## src/rtl/mc_datapath_if.sv

```systemverilog
// ---------------------------------------------------------------------------
// mc_datapath_if
// Memory-side handshake bundle for the multicycle MIPS datapath.
//   imem_req   datapath -> memory   instruction fetch request (address = PC)
//   imem_ack   memory -> datapath   fetch complete, imem_rdata valid this cycle
//   imem_rdata memory -> datapath   fetched 32-bit instruction word
//   dmem_req   datapath -> memory   data request (address = ALUOut)
//   dmem_we    datapath -> memory   1 = store (data = WriteData), 0 = load
//   dmem_ack   memory -> datapath   data complete, dmem_rdata valid on loads
//   dmem_rdata memory -> datapath   load data, WIDTH bits
// Modports: master = datapath side, slave = memory side.
// ---------------------------------------------------------------------------
interface mc_datapath_if #(
    parameter int WIDTH = 32
);
    logic             imem_req;
    logic             imem_ack;
    logic [31:0]      imem_rdata;
    logic             dmem_req;
    logic             dmem_we;
    logic             dmem_ack;
    logic [WIDTH-1:0] dmem_rdata;

    modport master (
        output imem_req,
        input  imem_ack,
        input  imem_rdata,
        output dmem_req,
        output dmem_we,
        input  dmem_ack,
        input  dmem_rdata
    );

    modport slave (
        input  imem_req,
        output imem_ack,
        output imem_rdata,
        input  dmem_req,
        input  dmem_we,
        output dmem_ack,
        output dmem_rdata
    );
endinterface

```

## src/rtl/mc_datapath.sv

```systemverilog
// ---------------------------------------------------------------------------
// mc_datapath
// Multicycle MIPS datapath. Each instruction walks FETCH -> DECODE -> EXEC
// -> (MEM) -> (WB); instruction and data memories are reached through
// req/ack handshakes so any memory latency is tolerated. Control signals
// come from an external combinational decoder watching Instruction.
//
// Parameters
//   WIDTH     datapath / register / PC width (32 or 64)
//   PC_RESET  PC value after reset
//   RF_DEPTH  register count; r0 always reads 0, writes to r0 are dropped
//
// Ports
//   clk, reset                clock, asynchronous active-low reset
//   RegDst..Jump, ALUCtrl     control from the external decoder
//   Instruction               instruction register (IR)
//   memBus                    imem/dmem handshake bundle (master side)
//   PC                        program counter (fetch address)
//   ALUOut                    registered ALU result (data address)
//   WriteData                 B register (store data)
//   retire                    one-cycle pulse per completed instruction
//
// Optional feature: define MC_DP_JAL_EN to make opcode 6'b000011 (JAL) take
// the jump path and write PC+4 into r31 during EXEC.
// ---------------------------------------------------------------------------
module mc_datapath #(
    parameter int               WIDTH    = 32,
    parameter logic [WIDTH-1:0] PC_RESET = '0,
    parameter int               RF_DEPTH = 32
) (
    input  logic               clk,
    input  logic               reset,
    input  logic               RegDst,
    input  logic               RegWrite,
    input  logic               MemtoReg,
    input  logic               MemRead,
    input  logic               MemWrite,
    input  logic               ALUSrc,
    input  logic               Branch,
    input  logic               Jump,
    input  logic [3:0]         ALUCtrl,
    output logic [31:0]        Instruction,
    mc_datapath_if.master      memBus,
    output logic [WIDTH-1:0]   PC,
    output logic [WIDTH-1:0]   ALUOut,
    output logic [WIDTH-1:0]   WriteData,
    output logic               retire
);

    localparam logic [2:0] FETCH  = 3'd0;
    localparam logic [2:0] DECODE = 3'd1;
    localparam logic [2:0] EXEC   = 3'd2;
    localparam logic [2:0] MEM    = 3'd3;
    localparam logic [2:0] WB     = 3'd4;

    logic [2:0]       state;
    logic [31:0]      irReg;
    logic [WIDTH-1:0] pcReg;
    logic [WIDTH-1:0] aReg;
    logic [WIDTH-1:0] bReg;
    logic [WIDTH-1:0] aluOutReg;
    logic [WIDTH-1:0] mdrReg;
    logic             imemReqReg;
    logic             dmemReqReg;
    logic             retireReg;

    logic [WIDTH-1:0] rf [RF_DEPTH];

    // Instruction fields
    logic [4:0]       rs;
    logic [4:0]       rt;
    logic [4:0]       rd;
    logic [4:0]       shamt;
    logic [WIDTH-1:0] immExt;

    assign rs     = irReg[25:21];
    assign rt     = irReg[20:16];
    assign rd     = irReg[15:11];
    assign shamt  = irReg[10:6];
    assign immExt = {{(WIDTH-16){irReg[15]}}, irReg[15:0]};

    logic isJal;
`ifdef MC_DP_JAL_EN
    assign isJal = (irReg[31:26] == 6'b000011);
`else
    assign isJal = 1'b0;
`endif

    // ALU
    logic [WIDTH-1:0] aluB;
    logic [WIDTH-1:0] aluResult;
    logic             aluZero;

    assign aluB = ALUSrc ? immExt : bReg;

    always_comb begin
        aluResult = '0;
        case (ALUCtrl)
            4'b0000: aluResult = aReg & aluB;
            4'b0001: aluResult = aReg | aluB;
            4'b0010: aluResult = aReg + aluB;
            4'b0011: aluResult = aluB << shamt;
            4'b0100: aluResult = aluB >> shamt;
            4'b0101: aluResult = $signed(aluB) >>> shamt;
            4'b0110: aluResult = aReg - aluB;
            4'b0111: aluResult = {{(WIDTH-1){1'b0}}, ($signed(aReg) < $signed(aluB))};
            4'b1000: aluResult = aReg ^ aluB;
            4'b1100: aluResult = ~(aReg | aluB);
            default: aluResult = '0;
        endcase
    end

    assign aluZero = (aluResult == '0);

    // Next-PC selection: jump beats branch beats sequential.
    logic [WIDTH-1:0] pc4;
    logic [WIDTH-1:0] branchTarget;
    logic [WIDTH-1:0] jumpTarget;
    logic [WIDTH-1:0] nextPc;

    assign pc4          = pcReg + WIDTH'(4);
    assign branchTarget = pc4 + (immExt << 2);
    assign jumpTarget   = {pc4[WIDTH-1:28], irReg[25:0], 2'b00};

    always_comb begin
        nextPc = pc4;
        if (Jump || isJal)
            nextPc = jumpTarget;
        else if (Branch && aluZero)
            nextPc = branchTarget;
    end

    // Register-file write port: normal writeback in WB, link write in EXEC.
    logic             wrEn;
    logic [4:0]       wrAddr;
    logic [WIDTH-1:0] wrData;

    always_comb begin
        wrEn   = 1'b0;
        wrAddr = rt;
        wrData = aluOutReg;
        if (state == WB && RegWrite) begin
            wrEn   = 1'b1;
            wrAddr = RegDst ? rd : rt;
            wrData = MemtoReg ? mdrReg : aluOutReg;
        end
`ifdef MC_DP_JAL_EN
        if (state == EXEC && isJal) begin
            wrEn   = 1'b1;
            wrAddr = 5'd31;
            wrData = pc4;
        end
`endif
    end

    always_ff @(posedge clk) begin
        if (wrEn && wrAddr != 5'd0)
            rf[wrAddr] <= wrData;
    end

    // Phase sequencer. Request flags are registered so they drop to 0 the
    // instant reset asserts and rise one cycle after reset is released.
    always_ff @(posedge clk or negedge reset) begin
        if (!reset) begin
            state      <= FETCH;
            pcReg      <= PC_RESET;
            irReg      <= '0;
            aReg       <= '0;
            bReg       <= '0;
            aluOutReg  <= '0;
            mdrReg     <= '0;
            imemReqReg <= 1'b0;
            dmemReqReg <= 1'b0;
            retireReg  <= 1'b0;
        end else begin
            retireReg <= 1'b0;
            case (state)
                FETCH: begin
                    // An ack is only honoured while our request is up.
                    if (imemReqReg && memBus.imem_ack) begin
                        irReg      <= memBus.imem_rdata;
                        imemReqReg <= 1'b0;
                        state      <= DECODE;
                    end else begin
                        imemReqReg <= 1'b1;
                    end
                end
                DECODE: begin
                    aReg  <= (rs == 5'd0) ? '0 : rf[rs];
                    bReg  <= (rt == 5'd0) ? '0 : rf[rt];
                    state <= EXEC;
                end
                EXEC: begin
                    aluOutReg <= aluResult;
                    pcReg     <= nextPc;
                    if (!isJal && (MemRead || MemWrite)) begin
                        dmemReqReg <= 1'b1;
                        state      <= MEM;
                    end else if (!isJal && RegWrite) begin
                        state <= WB;
                    end else begin
                        imemReqReg <= 1'b1;
                        retireReg  <= 1'b1;
                        state      <= FETCH;
                    end
                end
                MEM: begin
                    if (dmemReqReg && memBus.dmem_ack) begin
                        dmemReqReg <= 1'b0;
                        // MemRead wins when both are set.
                        if (MemRead) begin
                            mdrReg <= memBus.dmem_rdata;
                            state  <= WB;
                        end else begin
                            imemReqReg <= 1'b1;
                            retireReg  <= 1'b1;
                            state      <= FETCH;
                        end
                    end
                end
                WB: begin
                    imemReqReg <= 1'b1;
                    retireReg  <= 1'b1;
                    state      <= FETCH;
                end
                default: begin
                    imemReqReg <= 1'b0;
                    dmemReqReg <= 1'b0;
                    state      <= FETCH;
                end
            endcase
        end
    end

    assign Instruction     = irReg;
    assign PC              = pcReg;
    assign ALUOut          = aluOutReg;
    assign WriteData       = bReg;
    assign retire          = retireReg;
    assign memBus.imem_req = imemReqReg;
    assign memBus.dmem_req = dmemReqReg;
    assign memBus.dmem_we  = dmemReqReg & MemWrite & ~MemRead;

endmodule

```

## src/flat_wrapper.sv

```systemverilog
// flat-port wrapper written by rule: the top's interface ports become plain ports
module mc_datapath_flat 
#(
    parameter int               WIDTH    = 32,
    parameter logic [WIDTH-1:0] PC_RESET = '0,
    parameter int               RF_DEPTH = 32
)
  (clk, reset, RegDst, RegWrite, MemtoReg, MemRead, MemWrite, ALUSrc, Branch, Jump, ALUCtrl, Instruction, PC, ALUOut, WriteData, retire, memBus_imem_req, memBus_imem_ack, memBus_imem_rdata, memBus_dmem_req, memBus_dmem_we, memBus_dmem_ack, memBus_dmem_rdata);
  mc_datapath_if #(.WIDTH(WIDTH)) memBus_i ();
  input  logic clk;
  input  logic reset;
  input  logic RegDst;
  input  logic RegWrite;
  input  logic MemtoReg;
  input  logic MemRead;
  input  logic MemWrite;
  input  logic ALUSrc;
  input  logic Branch;
  input  logic Jump;
  input  logic [3:0] ALUCtrl;
  output logic [31:0] Instruction;
  output logic [WIDTH-1:0] PC;
  output logic [WIDTH-1:0] ALUOut;
  output logic [WIDTH-1:0] WriteData;
  output logic retire;
  output wire logic [$bits(memBus_i.imem_req)-1:0] memBus_imem_req;
  input wire logic [$bits(memBus_i.imem_ack)-1:0] memBus_imem_ack;
  input wire logic [$bits(memBus_i.imem_rdata)-1:0] memBus_imem_rdata;
  output wire logic [$bits(memBus_i.dmem_req)-1:0] memBus_dmem_req;
  output wire logic [$bits(memBus_i.dmem_we)-1:0] memBus_dmem_we;
  input wire logic [$bits(memBus_i.dmem_ack)-1:0] memBus_dmem_ack;
  input wire logic [$bits(memBus_i.dmem_rdata)-1:0] memBus_dmem_rdata;
  assign memBus_imem_req = memBus_i.imem_req;
  assign memBus_i.imem_ack = memBus_imem_ack;
  assign memBus_i.imem_rdata = memBus_imem_rdata;
  assign memBus_dmem_req = memBus_i.dmem_req;
  assign memBus_dmem_we = memBus_i.dmem_we;
  assign memBus_i.dmem_ack = memBus_dmem_ack;
  assign memBus_i.dmem_rdata = memBus_dmem_rdata;
  mc_datapath #(.WIDTH(WIDTH), .PC_RESET(PC_RESET), .RF_DEPTH(RF_DEPTH)) u_core (.clk(clk), .reset(reset), .RegDst(RegDst), .RegWrite(RegWrite), .MemtoReg(MemtoReg), .MemRead(MemRead), .MemWrite(MemWrite), .ALUSrc(ALUSrc), .Branch(Branch), .Jump(Jump), .ALUCtrl(ALUCtrl), .Instruction(Instruction), .memBus(memBus_i), .PC(PC), .ALUOut(ALUOut), .WriteData(WriteData), .retire(retire));
endmodule
```

## config.mk

```make
export PLATFORM = sky130hd
export DESIGN_NAME = mc_datapath_flat
export DESIGN_NICKNAME = d
export VERILOG_FILES = /design/src/rtl/mc_datapath_if.sv /design/src/rtl/mc_datapath.sv /design/src/flat_wrapper.sv
export SDC_FILE = /design/constraint.sdc
export NUM_CORES = 2
export LEC_CHECK = 0
export BUFFER_PORTS_ARGS = -buffer_cell sky130_fd_sc_hd__buf_4
export CAP_MARGIN = 0
export CORE_MARGIN = 1
export CORE_UTILIZATION = 40
export DETAILED_ROUTE_END_ITERATION = 7
export GPL_TIMING_DRIVEN = 1
export HOLD_SLACK_MARGIN = 0.1
export PLACE_DENSITY = 0.51
export REMOVE_ABC_BUFFERS = 1
export SLEW_MARGIN = 5
export SYNTH_ARGS = -nofsm -noshare
export SYNTH_HDL_FRONTEND = slang
export SYNTH_SLANG_ARGS = --single-unit
```

## constraint.sdc

```tcl
create_clock -name clk -period 6.6 [get_ports clk]
set_input_delay 1.32 -clock clk [delete_from_list [all_inputs] [get_ports clk]]
set_output_delay 1.32 -clock clk [all_outputs]
set_load 0.03 [all_outputs]
```

==> metrics.txt <==
# TYPE chip_impl_metric gauge
chip_impl_metric{name="grt-ovfl-total",unit=""} 0
chip_impl_metric{name="synth_area_per_cell",unit="um2"} 13.2
chip_impl_metric{name="postLayoutSetupSlackWorst",unit="ns"} 0.542
chip_impl_metric{name="cts-htree-levels",unit=""} 4
chip_impl_metric{name="final-max-slew-violation-count",unit=""} 0
chip_impl_metric{name="io_pins",unit=""} 212
chip_impl_metric{name="routabilityCongestion",unit=""} 0.998
chip_impl_metric{name="timing_worst_slew_pin_value",unit="ns"} 1.25
chip_impl_metric{name="start_util",unit="%"} 40.4
chip_impl_metric{name="grt_use_met2",unit="%"} 49.7
chip_impl_metric{name="wl_per_cell",unit="um"} 36.1
chip_impl_metric{name="post_synth_num_cell_types",unit=""} 90
chip_impl_metric{name="grt_antenna_before_repair",unit=""} 11
chip_impl_metric{name="synth.ff_latch_count",unit=""} 1220
chip_impl_info{name="slowest_stage",value="sky130_fd_sc_hd__o41ai_1"} 1
chip_impl_info{name="cts_root_buffer",value="sky130_fd_sc_hd__clkbuf_16"} 1
chip_impl_metric{name="placement.io_buffers",unit=""} 209
chip_impl_metric{name="timing.fmax",unit="MHz"} 165
chip_impl_metric{name="crit_required",unit="ns"} 7.27
chip_impl_metric{name="syn_to_final_growth",unit="%"} 14.5
chip_impl_metric{name="drc_errors",unit=""} 0
chip_impl_metric{name="grt_max_degree",unit=""} 109
chip_impl_metric{name="final_hold_viol_count",unit=""} 0
chip_impl_metric{name="detail_route.wirelength",unit="um"} 280000
chip_impl_metric{name="number_of_global_route_vias_before_repair",unit=""} 49800
chip_impl_metric{name="ys.warnings.count",unit=""} 0
chip_impl_metric{name="share_clk_of_total_power",unit="%"} 18.3
chip_impl_metric{name="routed-via-count",unit=""} 51500
chip_impl_metric{name="preCtsSetupSlack",unit="ns"} -0.173
chip_impl_metric{name="cts_resized",unit=""} 0
chip_impl_metric{name="setup_viol",unit=""} 0
chip_impl_metric{name="drc_marker_count_from_the_first_detailed_route_iteration",unit=""} 6878
chip_impl_metric{name="insertion_delay_to_the_later_sink_of_the_worst_skew_pair",unit="ns"} 0.81
chip_impl_info{name="outcome",value="completed"} 1
chip_impl_info{name="critical_path.endpoint_type",value="register"} 1
chip_impl_metric{name="power.static_leakage",unit="nW"} 27.6
chip_impl_metric{name="power.ir.vdd_worst",unit="V"} 0.000313
chip_impl_metric{name="skew",unit="ns"} 0.0379
chip_impl_metric{name="async_reset_ff_share",unit="%"} 16.1
chip_impl_metric{name="floorplan.die.height",unit="um"} 416
chip_impl_metric{name="fraction_of_power_consumed_by_sequential_logic",unit="%"} 27.7
chip_impl_metric{name="max_cap_violations",unit=""} 0
chip_impl_metric{name="grt.met1_usage",unit="%"} 44.2
chip_impl_metric{name="clkSlewWorstSetupHoldPaths",unit="ns"} 0.06
chip_impl_metric{name="synth.yosys.seq_area_share",unit="%"} 52.1
chip_impl_metric{name="setup_total_negative_slack",unit="ns"} 0
chip_impl_metric{name="cts-buffers-inserted",unit=""} 139
chip_impl_metric{name="clkSinkCount",unit=""} 1220
chip_impl_info{name="path_class",value="in2reg"} 1
chip_impl_metric{name="nets_finish",unit=""} 5636
chip_impl_metric{name="slew-limit-headroom",unit="%"} 16.6
chip_impl_metric{name="finalCriticalPeriod",unit="ns"} 6.06
chip_impl_metric{name="count_of_cells_along_the_worst_register_to_register_path",unit=""} 17
chip_impl_metric{name="final_layout_size_suffix_gt1_share",unit="%"} 25.7
chip_impl_info{name="startpoint_of_the_lowest_slack_register_to_register_path",value="u_core.Instruction[6]$_DFFE_PN0P_"} 1
chip_impl_metric{name="synth_edf_count",unit=""} 1024
chip_impl_info{name="hp-class",value="in2async"} 1
chip_impl_metric{name="global_route.usage.total",unit="%"} 31.9
chip_impl_metric{name="die_w",unit="um"} 416
chip_impl_metric{name="number_of_fill_cells",unit=""} 15200
chip_impl_info{name="grt-busiest-layer",value="met2"} 1
chip_impl_info{name="worst_r2r_endpoint",value="u_core.PC[17]$_DFFE_PN0P_"} 1
chip_impl_metric{name="drtAntennaViolNets",unit=""} 0
chip_impl_info{name="postSynth.topFlopCell",value="sky130_fd_sc_hd__edfxtp_1"} 1
chip_impl_metric{name="crit_fanout",unit=""} 18
chip_impl_metric{name="worst_ep_arrival_time",unit="ns"} 6.73
chip_impl_metric{name="internal-power",unit="mW"} 22.4
chip_impl_metric{name="place_hpwl",unit="um"} 181000
chip_impl_metric{name="floorplan.die_area",unit="um2"} 173000
chip_impl_metric{name="cts_hold_bufs",unit=""} 0
chip_impl_metric{name="layout_worst_path_cycle_share",unit="%"} 91.8
chip_impl_metric{name="synth_cells",unit=""} 5198
chip_impl_info{name="startpoint_type",value="input pin"} 1
chip_impl_info{name="rsz0062_at_grt",value="false"} 1
chip_impl_metric{name="placeableCoreArea",unit="um2"} 170000
chip_impl_metric{name="drt-vias-per-instance",unit=""} 6.64
chip_impl_metric{name="post_synthesis_instance_area",unit="um2"} 68500
chip_impl_metric{name="clock_path_buffers",unit=""} 3
chip_impl_metric{name="routing_usage_on_met3",unit="%"} 5.06
chip_impl_metric{name="drt_pass1_iterations",unit=""} 7
chip_impl_metric{name="grt_pass1_wl",unit="um"} 392000
chip_impl_metric{name="cpPeakStageDelay",unit="ns"} 0.99
chip_impl_metric{name="power_frac_comb",unit="%"} 54.0
chip_impl_metric{name="placementRows",unit=""} 151
chip_impl_info{name="cp_cell_sequence",value="buf_4 > buf_4 > mux2i_1 > inv_1 > ha_1 > a21o_1 > or3_1 > o2111ai_1 > a211oi_1 > o41ai_1 > o21ai_0 > mux2_2 > a211oi_1 > nand4_1 > nor4_4 > buf_12 > nand2_4 > buf_12 > mux2i_1 > o22ai_1"} 1
chip_impl_metric{name="p_sw_share",unit="%"} 45.9
chip_impl_metric{name="total_switching_power",unit="mW"} 19.0
chip_impl_info{name="tritoncts",value="done"} 1
chip_impl_metric{name="post-cts-setup-buffers",unit=""} 0
chip_impl_metric{name="power-per-cell-area",unit="nW/um2"} 528
chip_impl_metric{name="reg2reg_setup_slack",unit="ns"} 0.59
-- flip-flops by register name (all words and copies together) (netlist names) --
signal / cells
u_core.ALUOut: 32
u_core.Instruction: 32
u_core.PC: 30
u_core.WriteData: 32
u_core.aReg: 32
u_core.mdrReg: 32
u_core.memBus.dmem_req: 1
u_core.memBus.imem_req: 1
u_core.retire: 1
u_core.rf: 1024
u_core.state: 3
-- critical path: cells and delay by family --
kind,cells,cell delay (ns)
buf+inv,5,0.87
fa+ha+maj,1,0.25
compound gates,7,2.32
mux,3,0.85
simple gates,4,1.06
-- cell type report --
| type | count | area [um2] | share of cell area [%] |
|---|---|---|---|
| Multi-Input combinational cell | 3463 | 31200 | 39.8 |
| Clock inverter | 65 | 517 | 0.659 |
| Inverter | 136 | 515 | 0.657 |
| Tap cell | 2218 | 2780 | 3.54 |
| Antenna cell | 3 | 7.51 | 0.00958 |
| Sequential cell | 1220 | 35700 | 45.5 |
| Timing Repair Buffer | 462 | 3840 | 4.90 |
| Clock buffer | 193 | 3870 | 4.93 |
-- routing by layer --
metal | routed length, um | up-vias
met5 | 34 | -
li1 | - | 21300
met4 | 13000 | 4
met3 | 23000 | 545
met1 | 115000 | 27100
met2 | 129000 | 2654
-- through the flow --
stage | instances | util (%) | cell area [um2] | power [mW] | hold slack [ns]
finish | 7760 | 46.2 | 78400 | 41.4 | 0.392
global route | 7757 | 46.2 | 78400 | 43.0 | 0.402
CTS | 7757 | 46.2 | 78400 | 41.2 | 0.362
detailed placement | 7499 | 43.6 | 74000 | 33.6 | 0.494
global placement | 7499 | 43.6 | 74000 | 33.6 | 0.485
floorplan | 4819 | - | 67000 | 25.4 | 0.477
-- synth_stat cells, types with 11 or more instances --
cell type                     n  share of area, %
sky130_fd_sc_hd__a211oi_1    55              0.60
sky130_fd_sc_hd__a21o_1      28              0.31
sky130_fd_sc_hd__a21oi_1    329               2.4
sky130_fd_sc_hd__a221o_1     13              0.19
sky130_fd_sc_hd__a221oi_1    24              0.31
sky130_fd_sc_hd__a22oi_1     19              0.21
sky130_fd_sc_hd__a31oi_1     33              0.30
sky130_fd_sc_hd__and2_1      13              0.12
sky130_fd_sc_hd__and3_1      21              0.19
sky130_fd_sc_hd__buf_1       84              0.46
sky130_fd_sc_hd__buf_2       12             0.088
sky130_fd_sc_hd__clkbuf_1   310               1.7
sky130_fd_sc_hd__dfrtp_1    196               7.2
sky130_fd_sc_hd__edfxtp_1  1024                45
sky130_fd_sc_hd__ha_1       131               2.4
sky130_fd_sc_hd__inv_1      131              0.72
sky130_fd_sc_hd__mux2_2     204               3.4
sky130_fd_sc_hd__mux2i_1    299               4.4
sky130_fd_sc_hd__mux4_2     453                15
sky130_fd_sc_hd__nand2_1    206               1.1
sky130_fd_sc_hd__nand2b_1    26              0.24
sky130_fd_sc_hd__nand3_1     66              0.48
sky130_fd_sc_hd__nand4_1     25              0.23
sky130_fd_sc_hd__nor2_1     418               2.3
sky130_fd_sc_hd__nor2b_1     29              0.26
sky130_fd_sc_hd__nor3_1      97              0.71
sky130_fd_sc_hd__nor3b_1     13              0.14
sky130_fd_sc_hd__nor4_1      21              0.19
sky130_fd_sc_hd__o211ai_1    28              0.31
sky130_fd_sc_hd__o21a_1      26              0.28
sky130_fd_sc_hd__o21ai_0    208               1.5
sky130_fd_sc_hd__o21bai_1    11              0.12
sky130_fd_sc_hd__o221ai_1    82               1.0
sky130_fd_sc_hd__o22ai_1    186               1.7
sky130_fd_sc_hd__o31ai_1     44              0.48
sky130_fd_sc_hd__o32ai_1     20              0.26
sky130_fd_sc_hd__or2_2       17              0.16
sky130_fd_sc_hd__or3_1       27              0.25
sky130_fd_sc_hd__xnor2_1     40              0.51
sky130_fd_sc_hd__xor2_1      26              0.33
-- placed cells by master, fill, tap and decap left out, drive strengths merged, types with 17 or more instances in the layout --
cell / synthesis / final
nor3: 97 / 97
or3: 27 / 27
nand2: 207 / 207
a221oi: 24 / 24
a31oi: 33 / 33
dfrtp: 196 / 196
a21o: 28 / 28
ha: 131 / 131
mux2: 205 / 205
a21oi: 329 / 329
a211oi: 55 / 55
nand2b: 26 / 26
buf: 102 / 462
or2: 17 / 17
o31ai: 44 / 44
xor2: 26 / 26
a22oi: 19 / 19
o22ai: 186 / 186
conb: 1 / 34
inv: 133 / 140
o211ai: 28 / 28
o221ai: 82 / 82
nor2: 418 / 418
clkbuf: 310 / 193
o21a: 26 / 26
nand4: 25 / 25
edfxtp: 1024 / 1024
mux2i: 299 / 299
nor2b: 29 / 29
xnor2: 40 / 40
clkinv: 3 / 57
o32ai: 20 / 20
nor4: 23 / 23
nand3: 67 / 67
and3: 21 / 21
o21ai: 211 / 211
mux4: 453 / 453
-- cells by family after synthesis --
group                      Yosys count  share of synthesized area (%)
muxes                              957                           22.6
adders and majority gates          134                           2.48
other                                1                        0.00547
AOI/OAI and AO/OA                 1253                           12.0
DFF                               1220                           52.1
and+or+nand+nor                   1019                           6.94
buffers and inverters              548                           3.07
xor gates and xnor gates            66                          0.844
-- worst max path at each step --
stage / start / end / slack [ns] / cells past startpoint
after global routing: ALUSrc / u_core.PC[22]$_DFFE_PN0P_ / 0.27 / 21
final: ALUSrc / u_core.PC[17]$_DFFE_PN0P_ / 0.54 / 20
after CTS: u_core.Instruction[6]$_DFFE_PN0P_ / u_core.PC[17]$_DFFE_PN0P_ / 0.48 / 17
after detailed placement: ALUSrc / u_core.PC[26]$_DFFE_PN0P_ / -0.17 / 21
after global placement: ALUSrc / u_core.PC[22]$_DFFE_PN0P_ / -0.17 / 21
after floorplan: u_core.Instruction[21]$_DFFE_PN0P_ / u_core.aReg[0]$_DFFE_PN0P_ / -11.82 / 2
-- power by group through the flow --
stage	clock [mW]	combinational [mW]	sequential, mW
after floorplan	0	13.0	12.4
after global placement	0	22.0	11.6
after detailed placement	0	22.0	11.6
after CTS	7.70	22.1	11.4
after global routing	7.97	23.5	11.5
final	7.58	22.4	11.5
Note: power is estimated with default switching activity, not from simulation.
